<file path="src/rtl/and_toggle_driver.sv">
// and_toggle_driver
// Stimulus-and-response engine for a toggle-encoded two-input AND cell.
// Accepts one operand pair at a time, issues a/b toggles GAP cycles apart,
// toggles the cell clock GAP cycles later, samples the cell output SETTLE
// cycles after that and reports whether the output toggled.
// Optional feature macro: AND_DRV_CHECK_EN enables the sticky err flag
// (result comparator plus spurious-toggle monitor); without it err is 0.
module and_toggle_driver #(
   parameter int GAP    = 8,
   parameter int SETTLE = 4
) (
   input  logic clk,
   input  logic rst,
   input  logic in_valid,
   output logic in_ready,
   input  logic in_a,
   input  logic in_b,
   output logic a_out,
   output logic b_out,
   output logic clk_out,
   input  logic out_in,
   output logic res_valid,
   output logic res_data,
   output logic err
);

   localparam logic [7:0] GAP_M1    = 8'(GAP - 1);
   localparam logic [7:0] SETTLE_M1 = 8'(SETTLE - 1);

   typedef enum logic [2:0] {
      ST_IDLE   = 3'd0,
      ST_SLOT_B = 3'd1,
      ST_SLOT_C = 3'd2,
      ST_SETTLE = 3'd3,
      ST_REPORT = 3'd4
   } state_t;

   state_t     state_r, state_s;
   logic [7:0] cnt_r, cnt_s;
   logic       b_lat_r, b_lat_s;
   logic       out_prev_r, out_prev_s;
   logic       a_out_r, a_out_s;
   logic       b_out_r, b_out_s;
   logic       clk_out_r, clk_out_s;
   logic       ready_r, ready_s;
   logic       res_valid_r, res_valid_s;
   logic       res_data_r, res_data_s;

`ifdef AND_DRV_CHECK_EN
   logic       a_lat_r, a_lat_s;
   logic       err_r, err_s;
`endif

   // Next-state, counter and toggle-line decisions for the slot sequencer.
   always_comb begin
      state_s     = state_r;
      cnt_s       = cnt_r;
      b_lat_s     = b_lat_r;
      out_prev_s  = out_prev_r;
      a_out_s     = a_out_r;
      b_out_s     = b_out_r;
      clk_out_s   = clk_out_r;
      res_valid_s = 1'b0;
      res_data_s  = res_data_r;
`ifdef AND_DRV_CHECK_EN
      a_lat_s     = a_lat_r;
      err_s       = err_r;
`endif
      case (state_r)
         ST_IDLE: begin
            if (in_valid && ready_r) begin
`ifdef AND_DRV_CHECK_EN
               a_lat_s = in_a;
`endif
               b_lat_s = in_b;
               a_out_s = a_out_r ^ in_a;
               cnt_s   = GAP_M1;
               state_s = ST_SLOT_B;
            end else begin
               state_s = ST_IDLE;
            end
         end
         ST_SLOT_B: begin
`ifdef AND_DRV_CHECK_EN
            // Cell output must not move before its clock toggle.
            if (out_in != out_prev_r) begin
               err_s = 1'b1;
            end else begin
               err_s = err_r;
            end
`endif
            if (cnt_r == 8'd0) begin
               b_out_s = b_out_r ^ b_lat_r;
               cnt_s   = GAP_M1;
               state_s = ST_SLOT_C;
            end else begin
               cnt_s = cnt_r - 8'd1;
            end
         end
         ST_SLOT_C: begin
`ifdef AND_DRV_CHECK_EN
            if (out_in != out_prev_r) begin
               err_s = 1'b1;
            end else begin
               err_s = err_r;
            end
`endif
            if (cnt_r == 8'd0) begin
               clk_out_s = ~clk_out_r;
               cnt_s     = SETTLE_M1;
               state_s   = ST_SETTLE;
            end else begin
               cnt_s = cnt_r - 8'd1;
            end
         end
         ST_SETTLE: begin
            if (cnt_r == 8'd0) begin
               res_data_s  = out_in ^ out_prev_r;
               out_prev_s  = out_in;
               res_valid_s = 1'b1;
               state_s     = ST_REPORT;
`ifdef AND_DRV_CHECK_EN
               // Flag lands together with the result strobe.
               if ((out_in ^ out_prev_r) != (a_lat_r & b_lat_r)) begin
                  err_s = 1'b1;
               end else begin
                  err_s = err_r;
               end
`endif
            end else begin
               cnt_s = cnt_r - 8'd1;
            end
         end
         ST_REPORT: begin
            state_s = ST_IDLE;
         end
         default: begin
            state_s = ST_IDLE;
            cnt_s   = 8'd0;
         end
      endcase
      ready_s = (state_s == ST_IDLE);
   end

   // State register; async reset drops every line to 0 at once.
   always_ff @(posedge clk or posedge rst) begin
      if (rst) begin
         state_r     <= ST_IDLE;
         cnt_r       <= 8'd0;
         b_lat_r     <= 1'b0;
         out_prev_r  <= 1'b0;
         a_out_r     <= 1'b0;
         b_out_r     <= 1'b0;
         clk_out_r   <= 1'b0;
         ready_r     <= 1'b0;
         res_valid_r <= 1'b0;
         res_data_r  <= 1'b0;
      end else begin
         state_r     <= state_s;
         cnt_r       <= cnt_s;
         b_lat_r     <= b_lat_s;
         out_prev_r  <= out_prev_s;
         a_out_r     <= a_out_s;
         b_out_r     <= b_out_s;
         clk_out_r   <= clk_out_s;
         ready_r     <= ready_s;
         res_valid_r <= res_valid_s;
         res_data_r  <= res_data_s;
      end
   end

`ifdef AND_DRV_CHECK_EN
   // Check-feature registers: operand a latch and the sticky error flag.
   always_ff @(posedge clk or posedge rst) begin
      if (rst) begin
         a_lat_r <= 1'b0;
         err_r   <= 1'b0;
      end else begin
         a_lat_r <= a_lat_s;
         err_r   <= err_s;
      end
   end
   assign err = err_r;
`else
   assign err = 1'b0;
`endif

   assign in_ready  = ready_r;
   assign a_out     = a_out_r;
   assign b_out     = b_out_r;
   assign clk_out   = clk_out_r;
   assign res_valid = res_valid_r;
   assign res_data  = res_data_r;

endmodule

</file>
<file path="config.mk">
export PLATFORM = sky130hd
export DESIGN_NAME = and_toggle_driver
export DESIGN_NICKNAME = d
export VERILOG_FILES = /design/src/rtl/and_toggle_driver.sv
export SDC_FILE = /design/constraint.sdc
export NUM_CORES = 1
export LEC_CHECK = 0
export CAP_MARGIN = 5
export CORE_UTILIZATION = 42
export CTS_BUF_LIST = sky130_fd_sc_hd__clkbuf_8 sky130_fd_sc_hd__clkbuf_16
export DETAILED_ROUTE_END_ITERATION = 7
export GPL_TIMING_DRIVEN = 0
export PLACE_DENSITY = 0.63
export SYNTH_ARGS = -nofsm -noshare
export SYNTH_HDL_FRONTEND = slang
export SYNTH_SLANG_ARGS = --single-unit
</file>
<file path="constraint.sdc">
create_clock -name clk -period 5.7 [get_ports clk]
set_input_delay 1.14 -clock clk [delete_from_list [all_inputs] [get_ports clk]]
set_output_delay 1.14 -clock clk [all_outputs]
set_load 0.02 [all_outputs]
</file>
==> impl_results.md <==
- P_int: 186.4 µW
- Crit-path max FO: 10
- Fin nets: 133
- Final worst path period need: 2600 ps
- CP Cell Sequence: clkdlybuf4s50_1, nand2_1, o21a_1, clkbuf_1, a311oi_1, a21oi_1
- Cell count after synthesis: 109
- Sw Share: between 20% and 30%
- EDFF count, synth: 0
- Slew HR: 51.85%
- 1st-pass router iterations: 4
- Netlist cell types: between 40 and 50
- Total Die Area: 2741 µm²
- Non-filler cells in the finished layout: 152
- Hold Path Class: reg2reg
- Worst path bufs/invs: 2
- Clock-pin slew on the worst setup and hold paths: 60 ps
- Initial antenna violation count: 0
- Power per cell area: 186.6 nW/µm²
- Share of layout cells above drive strength 1: 10.48%
- Reg power frac: 57.5%
- CTS tree: built
- Initial drt markers: 27
- Site Rows: 17
- Async SR Flop Fraction: 100.0%
- Post-CTS sizing: 0
- # setup viols final: 0
- Pin count of the biggest net entering global routing: 20
- Fmax: 0.3847 GHz
- Warnings from Yosys: 0
- Clock latency on the worst-skew pair: 260 ps
- Die Ht: 52.35 µm
- H-tree Lvls: 1
- Deepest clock path buffer count: 2
- Top Family by Delay on Critical Path: compound AO/OA/AOI/OAI gates
- GRT overflow: 0
- Syn_area_per_cell: 9.769 µm²
- Synth Flop Type: dfrtp_1
- Total GRT Usage: 19.41%
- Vias per inst: 5.928
- Crit path max-delay cell type: a311oi_1
- # fillers: 199
- Setup bufs post-CTS: 0
- Initial Utilization: between 40 and 50%
- Synthesized area: 1065 µm²
- CP startpoint kind: input pin
- Outcome: completed
- Top cell type's share of synthesized area: 44.65%
- Leakage power: about 0.55 nW
- Post-DP HPWL: 1.602 mm
- Period utilization: 45.61%
- P&R area growth vs syn: 17.86%
- WHS Path Cells: 1
- Fin Hold WS: 465.6 ps
- Area leader, netlist: dfrtp_1
- Num CTS Buffers: 3
- Final Slew Violations: 0
- Worst slew pin tran: 721.4 ps
- Clock power share: about two fifths
- DRT Wirelength: roughly 2.2 mm
- Crit path DAT: 2720 ps
- Placed cell count: 148
- Max_cap viols: 0
- Setup TNS Final: 0 ps
- Mapped Nets: about 120
- RSZ-0062 raised after global routing: false
- Comb pwr share: approximately 3.2%
- Core area: 2297 µm²
- Root Buffer Master: clkbuf_8
- Port buffer count: 11
- Register bit total from synthesis: 19
- Reg2reg path depth: 6
- DRC: 0
- # hold bufs at CTS: 0
- Multi-input gate area in the final layout: 526.8 µm²
- CP Capture Type: flip-flop
- Clock Sinks: 19
- DR WL/cell: 14.35 µm
- Largest cells by area after synthesis: dfrtp_1 (45%), a21oi_1 (3.3%), xnor2_1 (3.3%)
- Register area share after synthesis: ~45%
- Final Hold Vio Count: 0
- Most frequent cell after synthesis: dfrtp_1
- Routability Congestion: approximately 0.86
- Worst endpoint required time: 5820 ps
- Switch Pwr: 47.79 µW
- Global-route wire length before repair: 3.864 mm
- Crit path largest cell delay: 520 ps
- Design Power: 234.2 µW
- Synth cell count leaders: dfrtp_1 (19), nor2_1 (9), nand2_1 (8)
- DRT antenna net count: 0
- Vias in the first global route: about 870
- Sequential cell area: about 480 µm²
- CP Class: in2reg
- Top Ports: 13
- Ant diodes: 0
- Die width: 52.35 µm
- VDD IR max: 0.1485 mV
- Clock Skew: 6.812 ps
- Vias: roughly 900
- Worst path depth: 6
[through the flow]
| stage | utilization [%] | worst slack [ps] | cell area [µm²] |
|---|---|---|---|
| after CTS | 54.63 | 3110 | 1255 |
| final | 54.63 | 3100 | 1255 |
| after detailed placement | 52.67 | 2844 | 1210 |
| after global placement | 52.67 | 2858 | 1210 |
| after global routing | 54.63 | 3003 | 1255 |
| after floorplan | - | 3452 | 1065 |
[final timing paths]
check,startpoint,to,slack (ps)
worst max-delay path,in_valid,cnt_r[5]$_DFFE_PP0P_,3100
worst min-delay path,b_out$_DFFE_PP0P_,b_out$_DFFE_PP0P_,470
worst max register to register,cnt_r[0]$_DFFE_PP0P_,cnt_r[5]$_DFFE_PP0P_,3390
worst min register to register,b_out$_DFFE_PP0P_,b_out$_DFFE_PP0P_,470
max in group asynchronous,rst,cnt_r[5]$_DFFE_PP0P_,3940
min in group asynchronous,rst,state_r[1]$_DFF_PP0_,1300
[worst reg2reg max path: stages, from the launching register on]
cell and delay, ps:
dfrtp_1 390, inv_1 130, ha_1 180, nor3b_1 490, nand2_1 320, a311oi_1 560
a21oi_1 80
[kinds of logic (layout without fill, tap and decap cells)]
group	after synthesis	in the layout	share of synthesized area (%)
mux	2	2	2.115
other cells	1	1	0.3522
buf+inv	13	28	5.876
simple gates	38	38	21.97
xor+xnor	5	5	4.113
fa+ha+maj	2	2	2.350
compound gates	29	29	18.57
flops	19	19	44.65
[power groups by stage]
| stage | Clock, mW | Combinational, mW | Sequential [mW] |
|---|---|---|---|
| after floorplan | 0 | 0.00345 | 0.137 |
| after global placement | 0 | 0.00755 | 0.137 |
| after detailed placement | 0 | 0.00785 | 0.137 |
| after CTS | 0.0949 | 0.00781 | 0.135 |
| after global routing | 0.101 | 0.00851 | 0.135 |
| final | 0.0919 | 0.00754 | 0.135 |
[routing by layer]
| layer | wire, µm | GRT usage (%) | vias to the layer above |
|---|---|---|---|
| met2 | 1022 | 31.43 | 18 |
| met5 | 0 | 0 | - |
| li1 | - | - | 428 |
| met4 | 21 | 5.263 | 0 |
| met3 | 96 | 6.087 | 4 |
| met1 | 1041 | 24.77 | 451 |
[layout by cell type, fill, tap and decap left out, drive strengths merged]
cell type and instances:
o21bai 1, or3b 1, nor3 2, a31o 1
a311oi 1, a31oi 1, ha 2, a2111oi 1
dfrtp 19, nand4 2, a211oi 1, nand2 8
nand2b 1, a311o 1, inv 8, nand3 2
conb 1, o211ai 1, o21a 2, nor4 4
xor2 1, o31ai 4, a21oi 7, or4 4
nor2 9, clkbuf 5, buf 4, nand3b 1
or3 2, o21ai 4, mux2 2, a22o 1
clkdlybuf4s50 11, nor4b 1, nor3b 1, xnor2 4
o32ai 1, a21boi 2
[area by class of cell]
cell class | count | area share [%]
Timing Repair Buffer | 11 | 8.774
Clock inverter | 1 | 0.2991
Multi-Input combinational cell | 77 | 41.97
Tap cell | 28 | 2.792
Buffer | 6 | 2.891
Clock buffer | 3 | 3.290
Inverter | 7 | 2.094
Sequential cell | 19 | 37.89
[sequential cells by signal, summed over array words and instances, names as in the netlist]
signal / cells
res_valid: 1
clk_out: 1
cnt_r: 8
out_prev_r: 1
state_r: 3
b_out: 1
res_data: 1
b_lat_r: 1
a_out: 1
in_ready: 1
No activity file was read; power rests on OpenSTA's default activity.
